**src/rtl/create_e_gen.sv**
```systemverilog
// Public-exponent search: first odd E >= E_INIT with gcd(E, L) = 1 and E < L (binary gcd).
// Optional candidate limit enabled by defining CREATE_E_TIMEOUT_EN.
module create_e_gen #(
  parameter int unsigned W         = 64,
  parameter logic [W-1:0] E_INIT   = W'(65537),
  parameter int unsigned CW        = 16,
  parameter int unsigned MAX_TRIES = 1024
) (
  input  logic          clk,
  input  logic          rst,
  input  logic [W-1:0]  L,
  input  logic          start_n,
  output logic [W-1:0]  E,
  output logic          ready_n,
  output logic          busy,
  output logic          err,
  output logic [CW-1:0] tries
);

  if (E_INIT[0] == 1'b0 || E_INIT < W'(3)) begin : g_bad_einit
    $error("create_e_gen: E_INIT must be odd and >= 3");
  end

  typedef enum logic [2:0] {StIdle, StLoad, StGcd, StNext, StDone} state_e;

  state_e       state;
  logic [W-1:0] lr, cand, a, b;
  logic [W:0]   cand_nxt;
  logic [W-1:0] gcd_val;
  logic         gcd_exit;
  logic         tmo;

  always_comb begin
    cand_nxt = {1'b0, cand} + (W+1)'(2);
    gcd_exit = (a == '0) || (b == '0);
    gcd_val  = (a == '0) ? b : a;
  end

`ifdef CREATE_E_TIMEOUT_EN
  if (MAX_TRIES == 0) begin : g_bad_max
    $error("create_e_gen: MAX_TRIES must be nonzero");
  end
  assign tmo = (tries == CW'(MAX_TRIES));
`else
  assign tmo = 1'b0;
`endif

  always_ff @(posedge clk) begin
    if (rst) begin
      state   <= StIdle;
      E       <= '0;
      ready_n <= 1'b1;
      busy    <= 1'b0;
      err     <= 1'b0;
      tries   <= '0;
      lr      <= '0;
      cand    <= '0;
      a       <= '0;
      b       <= '0;
    end else begin
      unique case (state)
        StIdle, StDone: begin
          if (!start_n) begin
            lr      <= L;
            cand    <= E_INIT;
            tries   <= '0;
            ready_n <= 1'b1;
            busy    <= 1'b1;
            err     <= 1'b0;
            state   <= StLoad;
          end
        end
        StLoad: begin
          if (cand >= lr) begin
            state   <= StDone;
            err     <= 1'b1;
            E       <= '0;
            ready_n <= 1'b0;
            busy    <= 1'b0;
          end else begin
            a     <= lr;
            b     <= cand;
            tries <= tries + CW'(tries != '1);
            state <= StGcd;
          end
        end
        StGcd: begin
          if (gcd_exit) begin
            if (gcd_val == W'(1)) begin
              E       <= cand;
              err     <= 1'b0;
              ready_n <= 1'b0;
              busy    <= 1'b0;
              state   <= StDone;
            end else begin
              state <= StNext;
            end
          end else if (!a[0]) begin
            a <= a >> 1;
          end else if (!b[0]) begin
            b <= b >> 1;
          end else if (a >= b) begin
            a <= a - b;
          end else begin
            b <= b - a;
          end
        end
        StNext: begin
          // Carry out of W bits means the candidate space is exhausted.
          if (tmo || cand_nxt[W] || (cand_nxt[W-1:0] >= lr)) begin
            state   <= StDone;
            err     <= 1'b1;
            E       <= '0;
            ready_n <= 1'b0;
            busy    <= 1'b0;
          end else begin
            cand  <= cand_nxt[W-1:0];
            state <= StLoad;
          end
        end
        default: state <= StIdle;
      endcase
    end
  end

endmodule
```
**config.mk**
```make
export PLATFORM = sky130hd
export DESIGN_NAME = create_e_gen
export DESIGN_NICKNAME = d
export VERILOG_FILES = /design/src/rtl/create_e_gen.sv
export SDC_FILE = /design/constraint.sdc
export NUM_CORES = 1
export LEC_CHECK = 0
export ABC_AREA = 1
export ABC_CLOCK_PERIOD_IN_PS = 3700
export CAP_MARGIN = 20
export CORE_UTILIZATION = 35
export DETAILED_ROUTE_END_ITERATION = 10
export GPL_ROUTABILITY_DRIVEN = 0
export PLACE_DENSITY = 0.51
export SYNTH_ARGS = -nofsm -noshare
export SYNTH_HDL_FRONTEND = slang
export SYNTH_SLANG_ARGS = --single-unit
export TNS_END_PERCENT = 100
```
**constraint.sdc**
```tcl
create_clock -name clk -period 3.7 [get_ports clk]
set_clock_uncertainty 0.15 [all_clocks]
set_input_delay 0.74 -clock clk [delete_from_list [all_inputs] [get_ports clk]]
set_output_delay 0.74 -clock clk [all_outputs]
set_load 0.02 [all_outputs]
```
==> load_flow_metrics.sql <==
INSERT INTO impl_metrics (metric_group, metric, value, unit) VALUES
('run_status', 'run_status', 'finished, violations left', ''),
('run_status', 'failed_checks', 'setup timing', ''),
('clocking', 'cts-root-to-sink-buffers', '3', ''),
('routing', 'drcViolationCount', '0', ''),
('die', 'boundaryPins', '150', ''),
('place', 'port-buffer-count', '149', ''),
('worst_setup_path', 'cp-start-kind', 'flop', ''),
('synth', 'synth.cell_area', '31510', 'um2'),
('global_routing', 'grt.total_usage', '31.16', '%'),
('final_layout', 'num-nets-final', '6202', ''),
('routing', 'antenna_violating_nets_post_route', '0', ''),
('synth', 'post_synth_main_area_contributors', 'dfxtp_1 (22%), nand2_1 (20%), ha_1 (10%), inv_1 (9.3%), nor2_1 (8.4%)', ''),
('global_routing', 'grt_overflow_total', '0', ''),
('power', 'cellLeakagePower', '20.41', 'nW'),
('synth', 'largest_family_of_logic_cells_by_synthesized_area', 'simple AND/OR/NAND/NOR gates', ''),
('routing', 'post_drt_wl_per_cell', '20.88', 'um'),
('routing', 'route.vias.total', '36680', ''),
('final_layout', 'drive_above_1_share', '13.59', '%'),
('clocking', 'clk_root_buffer_cell', 'clkbuf_16', ''),
('worst_setup_path', 'worst-setup-path-type', 'flop to flop', ''),
('synth', 'synthesis.nets', '5762', ''),
('global_routing', 'antenna_found_initial', '3', ''),
('synth', 'netlist-cell-type-count', '45', ''),
('synth', 'synth_async_sr_flop_share', '0', '%'),
('synth', 'synth_top_cell_by_area', 'dfxtp_1', ''),
('sta', 'timing_max_transition_violations_final', '0', ''),
('routing', 'drtPass1Iterations', '7', ''),
('die', 'floorplan.rows', '109', ''),
('die', 'dieArea', '91240', 'um2'),
('synth', 'synth_enable_flop_cells', '0', ''),
('final_layout', 'mostFrequentLayoutCell', 'nand2_1', ''),
('clocking', 'cts-buffers-inserted', '44', ''),
('place', 'dp_hpwl', '115600', 'um'),
('routing', 'drt-vias-per-instance', '5.185', ''),
('job', 'maxCapViolations', '0', ''),
('worst_setup_path', 'worst-endpoint-required', '4.05', 'ns'),
('die', 'die_outline_width', '302.1', 'um'),
('global_routing', 'grt_max_degree', '98', ''),
('routing', 'detail_route.iter0.violations', '3361', ''),
('die', 'floorplan.initialDensity', '35.49', '%'),
('synth', 'yosys.area_share.simple', '37.45', '%'),
('worst_hold_path', 'worst_hold_path_type', 'flop to flop', ''),
('synth', 'syn-instance-count', '5435', ''),
('sta', 'grt_setup_unrepaired', 'true', ''),
('synth', 'synth_largest_type_area_fraction', '21.73', '%'),
('worst_setup_path', 'worst_setup_path_end_kind', 'flop', ''),
('sta', 'finalCritPeriodShare', '110.9', '%'),
('sta', 'hold_violations', '0', ''),
('sta', 'fmax', '0.2436', 'GHz'),
('synth', 'synth-compound-area-share', '14.48', '%'),
('worst_setup_path', 'crit_path_max_incr_delay', '0.36', 'ns'),
('place', 'place_ws', '-0.6706', 'ns'),
('die', 'die_height', '302.1', 'um'),
('synth', 'synthFlopType', 'dfxtp_1', ''),
('synth', 'synthMuxAreaShare', '0', '%'),
('worst_setup_path', 'critPathSlowestCell', 'dfxtp_2', ''),
('synth', 'fraction_of_synthesized_cell_area_in_xor_and_xnor_cells', '3.474', '%'),
('sta', 'finalSetupTns', '-40.31', 'ns'),
('synth', 'ys_ff_latch', '342', ''),
('global_routing', 'first_global_vias', '34290', ''),
('global_routing', 'grt_first_pass_wirelength', '214300', 'um'),
('final_layout', 'final_cell_mix', 'nand2_1 (1,647), inv_1 (774), nor2_1 (675)', ''),
('synth', 'postSynthAreaPerCell', '5.798', 'um2'),
('clocking', 'clk_transition_reported_paths', '0.06', 'ns'),
('synth', 'synth_warnings', '0', ''),
('power', 'vdd_drop_max', '392.1', 'uV'),
('worst_setup_path', 'crit_fanout', '8', ''),
('worst_setup_path', 'worst_ep_arrival_time', '4.46', 'ns'),
('sta', 'final.setup.worst_slack', '-0.4046', 'ns'),
('sta', 'finalCriticalPeriod', '4.105', 'ns'),
('worst_setup_path', 'crit_top_cell', 'nor2_4', ''),
('sta', 'max_slew_margin', '12.63', '%'),
('routing', 'wirelength', '147700', 'um'),
('sta', 'least_margin_pin_slew', '1.311', 'ns'),
('final_layout', 'area_delta_synth_final', '26.88', '%'),
('synth', 'synthAdderAreaFrac', '10.37', '%'),
('sta', 'setup_viol', '132', ''),
('clocking', 'cts_num_sinks', '342', ''),
('clocking', 'cts_htree_levels', '2', ''),
('power', 'pwr_density_cell', '921.1', 'nW/um2'),
('clocking', 'clock_latency', '0.61', 'ns'),
('synth', 'synth-seq-area-share', '21.73', '%'),
('clocking', 'clock_tree_from_tritoncts', 'yes', ''),
('die', 'coreArea', '88780', 'um2');
==> per-layer routing <==
metal / routed length [um] / vias to the layer above / track usage [%]
li1: - / 18010 / -
met1: 65570 / 16840 / 43.84
met2: 62850 / 1543 / 47.41
met3: 12870 / 287 / 4.618
met4: 6417 / 4 / 12.40
met5: 29 / - / 0
==> cell type report <==
| cell class | instances | area (um2) |
|---|---|---|
| diodes | 1 | 2.502 |
| clock buffers | 63 | 1274 |
| clock inverters | 16 | 170.2 |
| fillers | 9655 | 48800 |
| inverters | 807 | 3074 |
| multi-input cells | 4094 | 21680 |
| flip-flops and latches | 342 | 6873 |
| well taps | 1165 | 1458 |
| repair buffers | 586 | 5453 |
==> Yosys cell counts (4+ instances only) <==
master    instances
nand4_1          85
nor2_4            5
nand3b_1         31
inv_2            26
nand2_2          16
a21o_1            8
a21oi_2           4
inv_1           781
xor2_1          110
nor3_1           94
xnor2_1          15
o21a_1            9
nor4_1           18
nor3_2           19
dfxtp_1         342
nand3_2           9
nand3_1         183
buf_1            11
or2_2             6
o22ai_1          62
o21bai_1         63
o21ai_0         236
buf_4             8
nor2_2           12
nor2_1          706
buf_2            50
nand2_1        1669
ha_1            258
buf_6            13
a21oi_1         457
clkbuf_1        110
==> per-stage QoR <==
stage | total power, mW | cells | area, um2 | util (%) | hold slack (ns)
after floorplan | 20.76 | 5435 | 31510 | - | 0.3248
after global placement | 30.27 | 6951 | 36790 | 41.44 | 0.3120
after detailed placement | 30.31 | 6951 | 36790 | 41.44 | 0.3062
after CTS | 35.30 | 7046 | 38870 | 43.78 | 0.3252
after global routing | 39.31 | 7073 | 39980 | 45.03 | 0.3464
final | 36.83 | 7074 | 39980 | 45.04 | 0.3179
==> logic make-up after synthesis <==
family | Yosys count
DFF | 342
adders and majority gates | 260
AOI/OAI and AO/OA | 848
buffers and inverters | 999
and+or+nand+nor | 2861
xor gates and xnor gates | 125
==> sequential cells by signal, summed over array words and instances, names as in the netlist <==
name	flops
E	64
b	64
tries	16
ready_n	1
err	1
busy	1
a	64
lr	64
state	3
cand	64
==> worst max-delay path, delay by kind of cell, from the launching register on <==
kind / cells / cell delay [ns]
xor+xnor: 1 / 0.08
fa+ha+maj: 2 / 0.49
buf+inv: 6 / 0.76
flops: 1 / 0.36
simple gates: 18 / 2.14
==> report_power, final <==
part | switching [mW] | internal [mW] | total (mW)
registers | 0.596 | 4.62 | 5.21
clock network | 1.89 | 2.60 | 4.49
logic | 18.5 | 8.64 | 27.1
total | 21.0 | 15.9 | 36.8
==> final timing paths <==
check	start	end	slack, ns	cells after the start
setup / recovery	cand[2]	E[11]	-0.40	27
hold / removal	ready_n	ready_n	0.32	2
setup reg to reg	cand[2]	E[11]	-0.40	27
hold reg to reg	ready_n	ready_n	0.32	2
==> timing repair <==
item,in CTS,in global routing
hold buffers,0,0
pin swaps,19,50
resized for setup,125,172
setup endpoints to repair,132,142
buffers inserted,11,11
cloned,5,16
(Power assumes the default switching activity.)
